## src/rtl/serial_subtractor.sv

```systemverilog
// Bit-serial WIDTH-bit subtractor, LSB first, one full-subtractor cell and one borrow flop.
// Define SERIAL_SUB_ADD_MODE_EN to add an op_add input selecting x + y + borrow_in.
module serial_subtractor #(
    parameter int WIDTH = 4
) (
    input  logic             clk,
    input  logic             reset,
    input  logic             start,
    input  logic [WIDTH-1:0] x,
    input  logic [WIDTH-1:0] y,
    input  logic             borrow_in,
`ifdef SERIAL_SUB_ADD_MODE_EN
    input  logic             op_add,
`endif
    output logic [WIDTH-1:0] d,
    output logic             borrow_out,
    output logic             overflow,
    output logic             busy,
    output logic             done
);

    localparam int CW = (WIDTH > 1) ? $clog2(WIDTH) : 1;
    localparam logic [CW-1:0] LastBit = CW'(WIDTH - 1);

    typedef enum logic [1:0] {StIdle, StShift, StDone} state_e;

    state_e           state_q, state_d;
    logic [CW-1:0]    cnt_q, cnt_d;
    logic [WIDTH-1:0] x_q, x_d;
    logic [WIDTH-1:0] y_q, y_d;
    logic [WIDTH-1:0] res_q, res_d;
    logic [WIDTH-1:0] d_q, d_d;
    logic             b_q, b_d;
    logic             borrow_q, borrow_d;
    logic             ov_q, ov_d;
    logic             busy_q, busy_d;
    logic             done_q, done_d;
    logic             add_mode;

`ifdef SERIAL_SUB_ADD_MODE_EN
    logic add_q, add_d;
    assign add_mode = add_q;
`else
    assign add_mode = 1'b0;
`endif

    logic             xi, yi, cell_s, cell_b, ov_next;
    logic [WIDTH-1:0] res_next;

    // Bit cell: full subtractor, or full adder with b acting as carry in add mode.
    always_comb begin
        xi       = x_q[cnt_q];
        yi       = y_q[cnt_q];
        cell_s   = xi ^ yi ^ b_q;
        cell_b   = add_mode ? ((xi & yi) | ((xi ^ yi) & b_q))
                            : ((~xi & yi) | (~(xi ^ yi) & b_q));
        res_next = {cell_s, res_q[WIDTH-1:1]};
        ov_next  = add_mode ? ((x_q[WIDTH-1] == y_q[WIDTH-1]) & (cell_s != x_q[WIDTH-1]))
                            : ((x_q[WIDTH-1] != y_q[WIDTH-1]) & (cell_s != x_q[WIDTH-1]));
    end

    always_comb begin
        state_d  = state_q;
        cnt_d    = cnt_q;
        x_d      = x_q;
        y_d      = y_q;
        res_d    = res_q;
        d_d      = d_q;
        b_d      = b_q;
        borrow_d = borrow_q;
        ov_d     = ov_q;
        busy_d   = 1'b0;
        done_d   = 1'b0;
`ifdef SERIAL_SUB_ADD_MODE_EN
        add_d    = add_q;
`endif
        unique case (state_q)
            StIdle, StDone: begin
                if (start) begin
                    x_d     = x;
                    y_d     = y;
                    b_d     = borrow_in;
`ifdef SERIAL_SUB_ADD_MODE_EN
                    add_d   = op_add;
`endif
                    cnt_d   = '0;
                    res_d   = '0;
                    busy_d  = 1'b1;
                    state_d = StShift;
                end else begin
                    state_d = StIdle;
                end
            end
            StShift: begin
                res_d  = res_next;
                b_d    = cell_b;
                cnt_d  = cnt_q + CW'(1);
                busy_d = 1'b1;
                if (cnt_q == LastBit) begin
                    d_d      = res_next;
                    borrow_d = cell_b;
                    ov_d     = ov_next;
                    cnt_d    = '0;
                    busy_d   = 1'b0;
                    done_d   = 1'b1;
                    state_d  = StDone;
                end
            end
            default: state_d = StIdle;
        endcase
    end

    always_ff @(posedge clk or posedge reset) begin
        if (reset) begin
            state_q  <= StIdle;
            cnt_q    <= '0;
            x_q      <= '0;
            y_q      <= '0;
            res_q    <= '0;
            d_q      <= '0;
            b_q      <= 1'b0;
            borrow_q <= 1'b0;
            ov_q     <= 1'b0;
            busy_q   <= 1'b0;
            done_q   <= 1'b0;
`ifdef SERIAL_SUB_ADD_MODE_EN
            add_q    <= 1'b0;
`endif
        end else begin
            state_q  <= state_d;
            cnt_q    <= cnt_d;
            x_q      <= x_d;
            y_q      <= y_d;
            res_q    <= res_d;
            d_q      <= d_d;
            b_q      <= b_d;
            borrow_q <= borrow_d;
            ov_q     <= ov_d;
            busy_q   <= busy_d;
            done_q   <= done_d;
`ifdef SERIAL_SUB_ADD_MODE_EN
            add_q    <= add_d;
`endif
        end
    end

    assign d          = d_q;
    assign borrow_out = borrow_q;
    assign overflow   = ov_q;
    assign busy       = busy_q;
    assign done       = done_q;

endmodule
```

## config.mk

```make
export PLATFORM = sky130hd
export DESIGN_NAME = serial_subtractor
export DESIGN_NICKNAME = d
export VERILOG_FILES = /design/src/rtl/serial_subtractor.sv
export SDC_FILE = /design/constraint.sdc
export NUM_CORES = 1
export LEC_CHECK = 0
export CELL_PAD_IN_SITES_DETAIL_PLACEMENT = 1
export CELL_PAD_IN_SITES_GLOBAL_PLACEMENT = 2
export CORE_ASPECT_RATIO = 1.1
export CORE_UTILIZATION = 35
export CTS_BUF_LIST = sky130_fd_sc_hd__clkbuf_16
export DETAILED_ROUTE_END_ITERATION = 8
export PLACE_DENSITY = 0.86
export SYNTH_ARGS = -nofsm -noshare
export SYNTH_HDL_FRONTEND = slang
export SYNTH_SLANG_ARGS = --single-unit
```

## constraint.sdc

```tcl
create_clock -name clk -period 2.2 [get_ports clk]
set_clock_uncertainty 0.05 [all_clocks]
set_input_delay 0.44 -clock clk [delete_from_list [all_inputs] [get_ports clk]]
set_output_delay 0.44 -clock clk [all_outputs]
set_load 0.01 [all_outputs]
```

==> qor.csv <==
stage,metric,value,unit
sta,"Hold Vio Cnt, Final",0,
logic_synthesis,cell with the most instances after synthesis,dfrtp_1,
drt,routed via count,662,
worst_setup_path,"Arr. time, crit path",2.15,ns
power_and_ir_drop,sequential share of power,36.0,%
logic_synthesis,"Cell Area, Synth",1100,µm²
drt,wire length per cell,17.0,µm
sta,Setup TNS,0,ns
sta,Final WS setup,0.145,ns
clock_tree,CTS tree,done,
logic_synthesis,Mapped Avg Cell Area,15.0,µm²
drt,DRT antenna net count,0,
worst_setup_path,Crit. End Element,flop,
logic_synthesis,Synth cell types,26,
power_and_ir_drop,Pint,1.60,mW
floorplanning,Die Y,60.7,µm
logic_synthesis,sequential fraction of the synthesis area,54.7,%
place,dpl ws,0.115,ns
power_and_ir_drop,Clock Power Share,22.3,%
floorplanning,# rows,20,
flow_run,Max Cap Viol,0,
global_route,GRT overflow,0,
logic_synthesis,"Primary FF master, synth",dfrtp_1,
logic_synthesis,YS warnings,0,
drt,number of DRC markers in iteration 0,1,
drt,# DRC,0,
layout,P&R area growth vs syn,28.6,%
drt,post-DR vias/cell,5.17,
worst_setup_path,"slowest stage cell, crit path",mux4_2,
logic_synthesis,cell taking the most area after synthesis,dfrtp_1,
worst_setup_path,CP startpoint kind,flop,
global_route,initial antenna violation count,0,
drt,drt total wl,2180,µm
clock_tree,H-tree depth,1,
layout,# nets final,110,
clock_tree,postcts setup bufs,0,
clock_tree,clock latency on the worst-skew pair,0.26,ns
global_route,vias in the first global route,722,
place,Post-DP HPWL,1510,µm
clock_tree,CTS buffer count,3,
clock_tree,Clock Tree Buf Depth,2,
worst_setup_path,Required @ worst endpoint,2.30,ns
logic_synthesis,"top cells by area, synth","dfrtp_1, mux2_4, mux2_2, mux4_2, a22o_1",
sta,worst hold margin,0.441,ns
worst_setup_path,Worst path max stage delay,0.52,ns
logic_synthesis,"FFs w/ async S/R, synth",100,%
floorplanning,DIE AREA,3360,µm²
worst_setup_path,"Cell Chain, Critical Path",mux4_2 > inv_1 > fa_1 > and3b_1 > a21oi_1 > o21ai_0,
global_route,Total GRT Usage,15.4,%
power_and_ir_drop,switch share,31.1,%
power_and_ir_drop,leakage power figure,0.657,nW
sta,Slew @ Worst Pin,0.432,ns
place,Placed Instance Area,1310,µm²
worst_setup_path,CP Max Fanout,5,
layout,multi-input logic area,447,µm²
clock_tree,Root Driver,clkbuf_16,
worst_setup_path,"Worst Path Class, Setup",flop to flop,
floorplanning,core area,2880,µm²
place,input/output buffers,19,
drt,First-pass DRT Iterations,3,
layout,number of fill cells,295,
min_path,class of the worst hold path,flop to flop,
power_and_ir_drop,Sw Pwr,0.722,mW
logic_synthesis,"EDFF count, synth",0,
floorplanning,io pins,20,
power_and_ir_drop,Gate power share,41.8,%
sta,min cycle time layout,2.05,ns
logic_synthesis,Synth top cells by count,"dfrtp_1, mux2_4, mux2_2",
clock_tree,clk sinks,24,
floorplanning,Die Wd,55.4,µm
logic_synthesis,register bit total from synthesis,24,
power_and_ir_drop,PD cells,1650,nW/µm²
power_and_ir_drop,Peak VDD IR,0.000999,V
sta,period utilisation layout,93.4,%
layout,finished layout cell area,1410,µm²
logic_synthesis,Post-Syn Instances,73,
sta,RSZ-0062 raised after global routing,false,
layout,Ant. Diodes,0,
logic_synthesis,Syn Nets,87,
global_route,global-route wire length before repair,3640,µm
sta,"Setup violations, final",0,
place,gpl congestion,0.702,
sta,Rel. slew slack,71.1,%
sta,fmax,0.487,GHz
layout,final core occ,49.0,%
clock_tree,hold buffer count at cts,0,
global_route,largest net degree at the start of global routing,25,
floorplanning,Initial Utilization,38.1,%
clock_tree,Clock transition at path regs,0.06,ns
layout,share of cells above drive strength 1,28.4,%
status,status,"complete, no violations",
layout,register area,602,µm²
logic_synthesis,Synth top area share,54.7,%
sta,Final Max Tran Viols,0,
-- routing by layer --
layer  track usage [%]  up-vias  part of all wire (%)
li1                  -      300                     -
met1              16.4      342                    42
met2              26.5       15                    51
met3              5.76        5                   4.8
met4              9.64        0                   2.7
met5                 0        -                     0
-- cells in the final DEF, fill, tap and decap left out --
master           Yosys  layout
dfrtp_1             24      23
clkdlybuf4s50_1      0      19
mux2_4               8       8
mux2_2               6       6
inv_1                5       5
a22o_1               3       3
clkbuf_16            0       3
o21bai_1             2       2
mux4_2               2       2
nor2_1               2       2
a21oi_1              2       2
nand2_1              2       2
o21ai_0              2       2
and2b_2              1       1
nor2b_4              1       1
nor2_4               1       1
nand2b_1             1       1
nor3_1               1       1
a21o_1               1       1
nand3b_4             1       1
and3b_1              1       1
nor2b_1              1       1
a211oi_1             1       1
a22o_2               1       1
fa_1                 1       1
ha_1                 1       1
bufinv_16            0       1
dfrtp_2              0       1
buf_4                0       1
-- final cells by class --
class                           count  area share, %
Clock buffer                        3           5.32
Tap cell                           33           2.93
Clock inverter                      1           2.13
Timing Repair Buffer               20           14.0
Multi-Input combinational cell     42           31.6
Sequential cell                    24           42.6
Inverter                            5           1.33
-- worst paths after layout --
kind,start,cells past startpoint,slack (ns),endpoint
max,cnt_q[0],6,0.15,overflow
min,overflow,2,0.44,overflow
max reg2reg,cnt_q[0],6,0.15,overflow
min reg2reg,overflow,2,0.44,overflow
max in group asynchronous,reset,3,1.36,cnt_q[0]
min in group asynchronous,reset,3,0.47,done
-- flip-flops by register name, indices dropped and copies added, names as in the netlist --
name and count:
d 4, busy 1, done 1, cnt_q 2, res_q 3, y_q 4
b_q 1, state_q 2, overflow 1, x_q 4, borrow_out 1
-- logic make-up (layout without fill, tap and decap cells) --
| group | Yosys count | in the layout | share of synthesized area [%] |
|---|---|---|---|
| and+or+nand+nor | 12 | 12 | 8.67 |
| AOI/OAI and AO/OA | 12 | 12 | 7.87 |
| muxes | 16 | 16 | 21.2 |
| buffers and inverters | 7 | 29 | 4.56 |
| adders and majority gates | 2 | 2 | 2.96 |
| DFF | 24 | 24 | 54.7 |
-- what timing repair did --
action / CTS / global route
setup endpoints to repair: 0 / 1
hold endpoints to repair: 0 / 0
gates resized for setup: 0 / 1
-- power groups by stage --
stage | registers [mW] | clock network [mW] | logic (mW)
6_report | 0.836 | 0.517 | 0.971
3_3_place_gp | 0.823 | 0 | 0.914
5_1_grt | 0.872 | 0.544 | 1.06
3_5_place_dp | 0.840 | 0 | 0.967
4_1_cts | 0.840 | 0.531 | 0.989
2_1_floorplan | 0.796 | 0 | 0.721
-- critical path, delay by kind of cell, from the launching register on --
kind	cells	cell delay (ns)
multiplexers	1	0.52
AND/OR/NAND/NOR	1	0.20
flip-flops	1	0.42
AO/OA/AOI/OAI	2	0.19
adder cells (fa/ha/maj)	1	0.47
buffers and inverters	1	0.09
-- metrics by stage --
stage          power, mW  instances
2_1_floorplan       1.52         73
3_3_place_gp        1.74        124
3_5_place_dp        1.81        124
4_1_cts             2.36        128
5_1_grt             2.48        128
6_report            2.32        128
(Power assumes the default switching activity.)
